**src/rtl/mat_unskew_collector.sv**
```systemverilog
`default_nettype none
// ============================================================================
//  Module      : mat_unskew_collector
//  Description : Re-aligns the diagonally skewed result vectors emitted by the
//                MatUnit systolic array into full-width words and buffers them
//                in a small circular FIFO behind a valid/ready handshake.
//                Exports a conservative credit (in_ready) and a sticky
//                overflow flag, since the array itself cannot stall.
//  Revision    : 1.0 - initial release
// ============================================================================
module mat_unskew_collector #(
    parameter int N     = 4,
    parameter int WIDTH = 32,
    parameter int DEPTH = 4
) (
    input  logic                           clock,
    input  logic                           reset_n,
    input  logic                           in_valid,
    input  logic [N-1:0][WIDTH-1:0]        in_data,
    output logic                           in_ready,
    output logic                           out_valid,
    input  logic                           out_ready,
    output logic [N-1:0][WIDTH-1:0]        out_data,
    output logic [$clog2(DEPTH+1)-1:0]     count,
    output logic                           overflow
);

    // Width of the occupancy counter (must represent 0..DEPTH).
    localparam int c_cnt_w = $clog2(DEPTH + 1);
    // Pointer width; a single-entry FIFO still needs a one-bit pointer.
    localparam int c_ptr_w = (DEPTH > 1) ? $clog2(DEPTH) : 1;
    // Width wide enough for occupancy plus in-flight vectors.
    localparam int c_sum_w = $clog2(DEPTH + N + 1);

    localparam logic [c_cnt_w-1:0] c_depth     = c_cnt_w'(DEPTH);
    localparam logic [c_ptr_w-1:0] c_last_ptr  = c_ptr_w'(DEPTH - 1);
    localparam logic [c_sum_w-1:0] c_depth_sum = c_sum_w'(DEPTH);

    // ------------------------------------------------------------------
    // Deskew datapath and valid shift line
    // ------------------------------------------------------------------
    logic [N-1:0][WIDTH-1:0] w_aligned;
    logic                    w_dvalid;
    logic [c_sum_w-1:0]      w_inflight;

    // Lane i arrives i cycles after lane 0, so it is delayed by N-1-i
    // registers; the last lane goes straight through.
    for (genvar gi = 0; gi < N; gi++) begin : g_lane
        localparam int c_stages = N - 1 - gi;
        if (c_stages == 0) begin : g_pass
            assign w_aligned[gi] = in_data[gi];
        end else begin : g_dly
            logic [WIDTH-1:0] r_pipe [c_stages];

            // Data-only delay line; contents are don't-care until a valid
            // token reaches the end of the valid shift line.
            always_ff @(posedge clock) begin
                r_pipe[0] <= in_data[gi];
                for (int k = 1; k < c_stages; k++) begin
                    r_pipe[k] <= r_pipe[k-1];
                end
            end

            assign w_aligned[gi] = r_pipe[c_stages-1];
        end
    end

    // The valid token travels alongside lane 0 so it emerges in the same
    // cycle the last lane of the vector arrives.
    if (N == 1) begin : g_no_skew
        assign w_dvalid   = in_valid;
        assign w_inflight = '0;
    end else begin : g_skew
        logic [N-2:0] r_vld;

        // Valid shift line; cleared on reset so pre-reset vectors vanish.
        always_ff @(posedge clock or negedge reset_n) begin
            if (!reset_n) begin
                r_vld <= '0;
            end else begin
                r_vld[0] <= in_valid;
                for (int k = 1; k <= N - 2; k++) begin
                    r_vld[k] <= r_vld[k-1];
                end
            end
        end

        // Count vectors already launched but not yet at the FIFO.
        always_comb begin
            w_inflight = '0;
            for (int k = 0; k < N - 1; k++) begin
                w_inflight = w_inflight + c_sum_w'(r_vld[k]);
            end
        end

        assign w_dvalid = r_vld[N-2];
    end

    // ------------------------------------------------------------------
    // FIFO
    // ------------------------------------------------------------------
    logic [N-1:0][WIDTH-1:0] r_mem [DEPTH];
    logic [c_ptr_w-1:0]      r_wr_ptr;
    logic [c_ptr_w-1:0]      r_rd_ptr;
    logic [c_cnt_w-1:0]      r_count;
    logic                    r_overflow;

    logic w_full;
    logic w_pop;
    logic w_push;

    function automatic logic [c_ptr_w-1:0] f_next_ptr(input logic [c_ptr_w-1:0] p);
        return (p == c_last_ptr) ? '0 : p + c_ptr_w'(1);
    endfunction

    assign w_full    = (r_count == c_depth);
    assign out_valid = (r_count != '0);
    assign w_pop     = out_valid && out_ready;
    // A pop in the same cycle frees the head slot, so a full FIFO can still
    // take the incoming vector.
    assign w_push    = w_dvalid && (!w_full || w_pop);

    // Credit comes from registers only: a same-cycle pop is deliberately not
    // credited, keeping in_ready free of any combinational path from out_ready.
    assign in_ready  = ((c_sum_w'(r_count) + w_inflight) < c_depth_sum);

    assign out_data  = r_mem[r_rd_ptr];
    assign count     = r_count;
    assign overflow  = r_overflow;

    // Storage write; no reset needed since empty slots are never presented.
    always_ff @(posedge clock) begin
        if (w_push) begin
            r_mem[r_wr_ptr] <= w_aligned;
        end
    end

    // Pointers, occupancy and the sticky drop flag.
    always_ff @(posedge clock or negedge reset_n) begin
        if (!reset_n) begin
            r_wr_ptr   <= '0;
            r_rd_ptr   <= '0;
            r_count    <= '0;
            r_overflow <= 1'b0;
        end else begin
            if (w_push) begin
                r_wr_ptr <= f_next_ptr(r_wr_ptr);
            end
            if (w_pop) begin
                r_rd_ptr <= f_next_ptr(r_rd_ptr);
            end
            case ({w_push, w_pop})
                2'b10:   r_count <= r_count + c_cnt_w'(1);
                2'b01:   r_count <= r_count - c_cnt_w'(1);
                default: r_count <= r_count;
            endcase
            if (w_dvalid && !w_push) begin
                r_overflow <= 1'b1;
            end
        end
    end

endmodule
`default_nettype wire

```
**config.mk**
```make
export PLATFORM = sky130hd
export DESIGN_NAME = mat_unskew_collector
export DESIGN_NICKNAME = d
export VERILOG_FILES = /design/src/rtl/mat_unskew_collector.sv
export SDC_FILE = /design/constraint.sdc
export NUM_CORES = 1
export LEC_CHECK = 0
export ABC_AREA = 1
export CAP_MARGIN = 20
export CORE_ASPECT_RATIO = 2
export CORE_MARGIN = 3
export CORE_UTILIZATION = 40
export CTS_CLUSTER_SIZE = 14
export DETAILED_ROUTE_END_ITERATION = 6
export PLACE_DENSITY_LB_ADDON = 0.15
export SLEW_MARGIN = 20
export SYNTH_ARGS = -nofsm -noshare
export SYNTH_HDL_FRONTEND = slang
export SYNTH_SLANG_ARGS = --single-unit
```
**constraint.sdc**
```tcl
create_clock -name clock -period 11.99 [get_ports clock]
set_input_delay 2.398 -clock clock [delete_from_list [all_inputs] [get_ports clock]]
set_output_delay 2.398 -clock clock [all_outputs]
set_load 0.1 [all_outputs]
```
== Yosys cells after proc, flatten, opt, wreduce, memory -nomap -nowiden ==
Memories as Yosys holds them, arrays and structs flattened.
Index checks and enable logic that the tools add are counted.

* Add/subtract/negate cells: 7
* $mul: 0
* Div/mod/pow operators: 0
* Magnitude comparators: 1
* Equal/unequal tests: 5
* Shift operators: 0
* Muxes and demuxes: 5
* Bitwise operators: 0
* Reductions and logical operators: 8

{| class="wikitable"
|+ Operator list
! cell !! number
|-
| equality test 2 bit, second input constant || 3
|-
| one-hot mux 3 bit (2 select lines) || 1
|-
| adder 2 x 1 -> 2 bit, second input constant || 2
|-
| adder 3 x 3 -> 4 bit || 1
|-
| less-than comparator 4 x 3 -> 1 bit, second input constant || 1
|-
| 2-to-1 mux 2 bit || 2
|-
| adder 2 x 1 -> 3 bit || 1
|-
| adder 3 x 1 -> 3 bit, second input constant || 1
|-
| equality test 3 bit, second input constant || 1
|-
| logical AND 1 bit || 3
|-
| nonzero test 3 bit || 1
|-
| subtractor 3 x 1 -> 3 bit, second input constant || 1
|-
| adder 1 x 1 -> 2 bit || 1
|-
| equality test 2 x 1 -> 1 bit, second input constant || 1
|-
| logical NOT 1 bit || 2
|-
| 2-to-1 mux 1 bit || 2
|-
| nonzero test 2 bit || 1
|-
| logical OR 1 bit || 1
|}

* Register bits after elaboration: 11
* Latch bits: 0
* Memory bits (writable): 704
* ROM bits: 0
* Input port bits: 132
* Output and inout port bits: 134
* Logic and storage cells: 35
* Memories: 4

{| class="wikitable"
|+ Memories
! memory !! words !! width !! rd ports !! clocked after memory_dff !! wr ports !! RTL line !! text
|-
| r_mem || 4 || 128 || 1 || 0 || 1 || 102 || <nowiki>logic [N-1:0][WIDTH-1:0] r_mem [DEPTH];</nowiki>
|-
| g_lane[0].g_dly.r_pipe || 3 || 32 || 3 || 0 || 3 || 53 || <nowiki>logic [WIDTH-1:0] r_pipe [c_stages];</nowiki>
|-
| g_lane[1].g_dly.r_pipe || 2 || 32 || 2 || 0 || 2 || 53 ||
|-
| g_lane[2].g_dly.r_pipe || 1 || 32 || 1 || 0 || 1 || 53 ||
|}

== Depth between registers and ports, before layout ==
* Depth in word-level cells: 6
* Mapped depth: 12
* Depth with buffers taken out: 12

== Worst setup path after synthesis ==
OpenSTA, ideal clock, no wires.

* Path type: input-to-reg
* Start point: input out_ready
* End point: memory r_mem[0][0] (netlist bit), enable pin
* Library setup time: 617 ps
* Arrival: 8,013 ps
* Setup slack: 3,359 ps
* Cell stages on the path: 4
* Path buffers: 0
* Cell sequence: nor2_1 -> nand2_1 -> nand2_1 -> nor2_1

* Word-level cells in the longest chain between the ends: 5

{| class="wikitable"
|+ Ends and longest elaborated chain
! item !! RTL line !! text
|-
| from (decl) || 22 || <nowiki>input logic out_ready,</nowiki>
|-
| logical AND 1 bit || 118 || <nowiki>assign w_pop = out_valid && out_ready;</nowiki>
|-
| logical OR 1 bit || 121 || <nowiki>assign w_push = w_dvalid && (!w_full || w_pop);</nowiki>
|-
| logical AND 1 bit || 121 ||
|-
| 2-to-1 mux 1 bit || 133 || <nowiki>if (w_push) begin</nowiki>
|-
| 2-to-1 mux 1 bit (implied by the code) || 134 || <nowiki>r_mem[r_wr_ptr] <= w_aligned;</nowiki>
|-
| to (decl) || 102 ||
|}

No other way between the ends.

==> run metrics <==
outcome finished, final reports clean; cell mode on critical path buf_4; min-delay worst type reg -> reg; I/O pin count 266; Synth cell types 21; CTS clk-pin slew, worst paths 0.06 ns; CTS Sinks 715; #FFs+latches synth 715; first-pass GRT wire length around 74 mm; DRT antenna net count 0; reg2reg start count[2]$_DFFE_PN0P_; vias post-DR 13.3k; post-synthesis sequential area ratio 79.2%; Post-synth EDFFs 512; slowest stage cell, crit path clkdlybuf4s50_1; worst-case clock buffer depth 3; post-layout min period 6.76 ns; Die ar. 64700 sq um; critical path class reg -> out; R2R setup slack approximately 8.4 ns; synth warn 0; family with the most delay on the worst path buffers and inverters; Setup Buffers After CTS 0; Root Buffer clkbuf_16; Final Skew 0.0285 ns; Reg2Reg Capture Point r_mem[2][34]$_DFFE_PP_; Req. time, crit path approximately 9.6 ns; setup_tns 0 ns; hpwl dp 27.5 mm; Hold Fails Final Rpt 0; Port Buffers approximately 270; cts repair resizes 0; worst setup path startpoint r_rd_ptr[1]$_DFFE_PN0P_; vias per cell ~4.6; Final Slew Violations 0; peak per-stage delay on the critical path 1.15 ns; GRT Residual Overflow 0; layout cells sized above 1 5.16%; CTS tree done; worst path arrival time 4.36 ns; drt drc 0; pin count of the biggest net entering global routing 252; starting density of the core approximately 40%; initial DRC count 650; critical path launch point type flop; Post-Syn Area 24600 sq um; Yosys top cell area share 62.4%; Synth Net Count 1901; share of async-settable or async-resettable flops after synthesis 1.54%; Worst Setup EP out_data[69]; crit path buf inv count 3; vias in the first global route 13.4k; maxcap violations 0; RSZ-0062 raised after global routing no; Worst Tran Pin Value 1.08 ns; gr usage total 14.5%; clk_lat worst skew 0.60 ns; crit path cell chain buf_4, buf_4, o211ai_1, nand2_1, clkdlybuf4s50_1; Post-CTS Hold Buffers 0; Layout area overhead 21.4%; WL per Instance 16.5 um; Post-Route WL roughly 47 mm; Final Setup Violations 0; crit path capture type output port; FP Rows 128; top cells by area, synth edfxtp_1, dfxtp_1, nand2_1; core box area just over 60000 sq um; H-tree depth 3; Critical Path Stages 5; initial antenna violation count 2; highest-count cells in the layout ignoring fill and taps edfxtp_1, nand2_1, inv_1; Slew HR 27.7%; Final nets 2163; commonest non-fill, non-tap cell in the layout edfxtp_1; final period utilization 56.4%; worst r2r path cells 7; Avg Cell Area, Syn 14.0 sq um; Die X-Extent 181 um; Crit Path Max Fanout 72; cell taking the most area after synthesis edfxtp_1; Synth Flop Type edfxtp_1; Die Y around 360 um; RePlAce Congestion 0.727; total CTS buffers 66; f_max 0.148 GHz; TritonRoute pass-1 iters 5; post-synthesis cell count 1760
## metal layers
metal / share of wire (%) / global-route usage [%]
met1: 40 / 16.9
met5: 0 / 0
met2: 51 / 25.6
met4: 2.3 / 4.99
met3: 6.4 / 4.03
## Yosys cell counts (all sizes together), types with 5 or more instances
master,instances
o211ai,128
nand3,5
ha,7
nor2,9
dfrtp,11
edfxtp,512
o21ai,129
a21oi,128
dfxtp,192
nand2,274
buf,82
inv,273
## sequential cells by signal, indices dropped and copies added (netlist names)
| signal | flops |
|---|---|
| r_rd_ptr | 2 |
| r_wr_ptr | 2 |
| count | 3 |
| overflow | 1 |
| r_mem | 512 |
| g_lane.g_dly.r_pipe | 192 |
| g_skew.r_vld | 3 |
## worst min path at each step
stage	startpoint	endpoint	slack (ns)	cells past startpoint
floorplan	g_lane[0].g_dly.r_pipe[0][0]$_DFF_P_	g_lane[0].g_dly.r_pipe[0][32]$_DFF_P_	0.31	0
global placement	g_lane[0].g_dly.r_pipe[0][53]$_DFF_P_	g_lane[0].g_dly.r_pipe[0][85]$_DFF_P_	0.31	0
detailed placement	g_lane[0].g_dly.r_pipe[0][43]$_DFF_P_	g_lane[0].g_dly.r_pipe[0][75]$_DFF_P_	0.31	0
CTS	g_lane[0].g_dly.r_pipe[0][20]$_DFF_P_	g_lane[0].g_dly.r_pipe[0][52]$_DFF_P_	0.31	0
global route	g_lane[1].g_dly.r_pipe[0][8]$_DFF_P_	g_lane[1].g_dly.r_pipe[0][40]$_DFF_P_	0.32	0
finish	g_lane[0].g_dly.r_pipe[0][20]$_DFF_P_	g_lane[0].g_dly.r_pipe[0][52]$_DFF_P_	0.31	0
## cell type report
cell class / count / area (sq um)
fillers: 5277 / 31000
flip-flops and latches: 715 / 19500
multi-input cells: 686 / 3520
repair buffers: 280 / 2810
clock buffers: 104 / 1870
inverters: 273 / 1020
well taps: 780 / 976
clock inverters: 16 / 188
diodes: 1 / 2.50
## worst reg2reg max path, stage by stage (launching register included)
cell     delay [ns]
dfrtp_1        0.42
inv_1          0.11
nor2_1         0.05
nand2_1        0.12
nand2_1        0.29
nor2_4         0.45
buf_4          0.82
buf_4          0.89
## logic make-up after synthesis
logic type | synth area share, %
DFF | 79.2
AOI/OAI and AO/OA | 9.16
buffers and inverters | 6.64
and+or+nand+nor | 4.47
adders and majority gates | 0.518
xor gates and xnor gates | 0.0356
## through the flow
step / hold slack [ns] / std cells / area, sq um / setup WS [ns] / utilization (%)
global route: 0.324 / 2854 / 29900 / 4.94 / 49.1
detailed placement: 0.312 / 2733 / 27800 / 5.78 / 45.7
CTS: 0.312 / 2853 / 29900 / 5.12 / 49.1
finish: 0.313 / 2855 / 29900 / 5.23 / 49.1
global placement: 0.310 / 2733 / 27800 / 5.82 / 45.7
floorplan: 0.310 / 1760 / 24600 / 3.36 / -
Power is left out: the tool's default activity adds up to more than one toggle a clock period on the data nets, which glitch-free logic cannot reach.
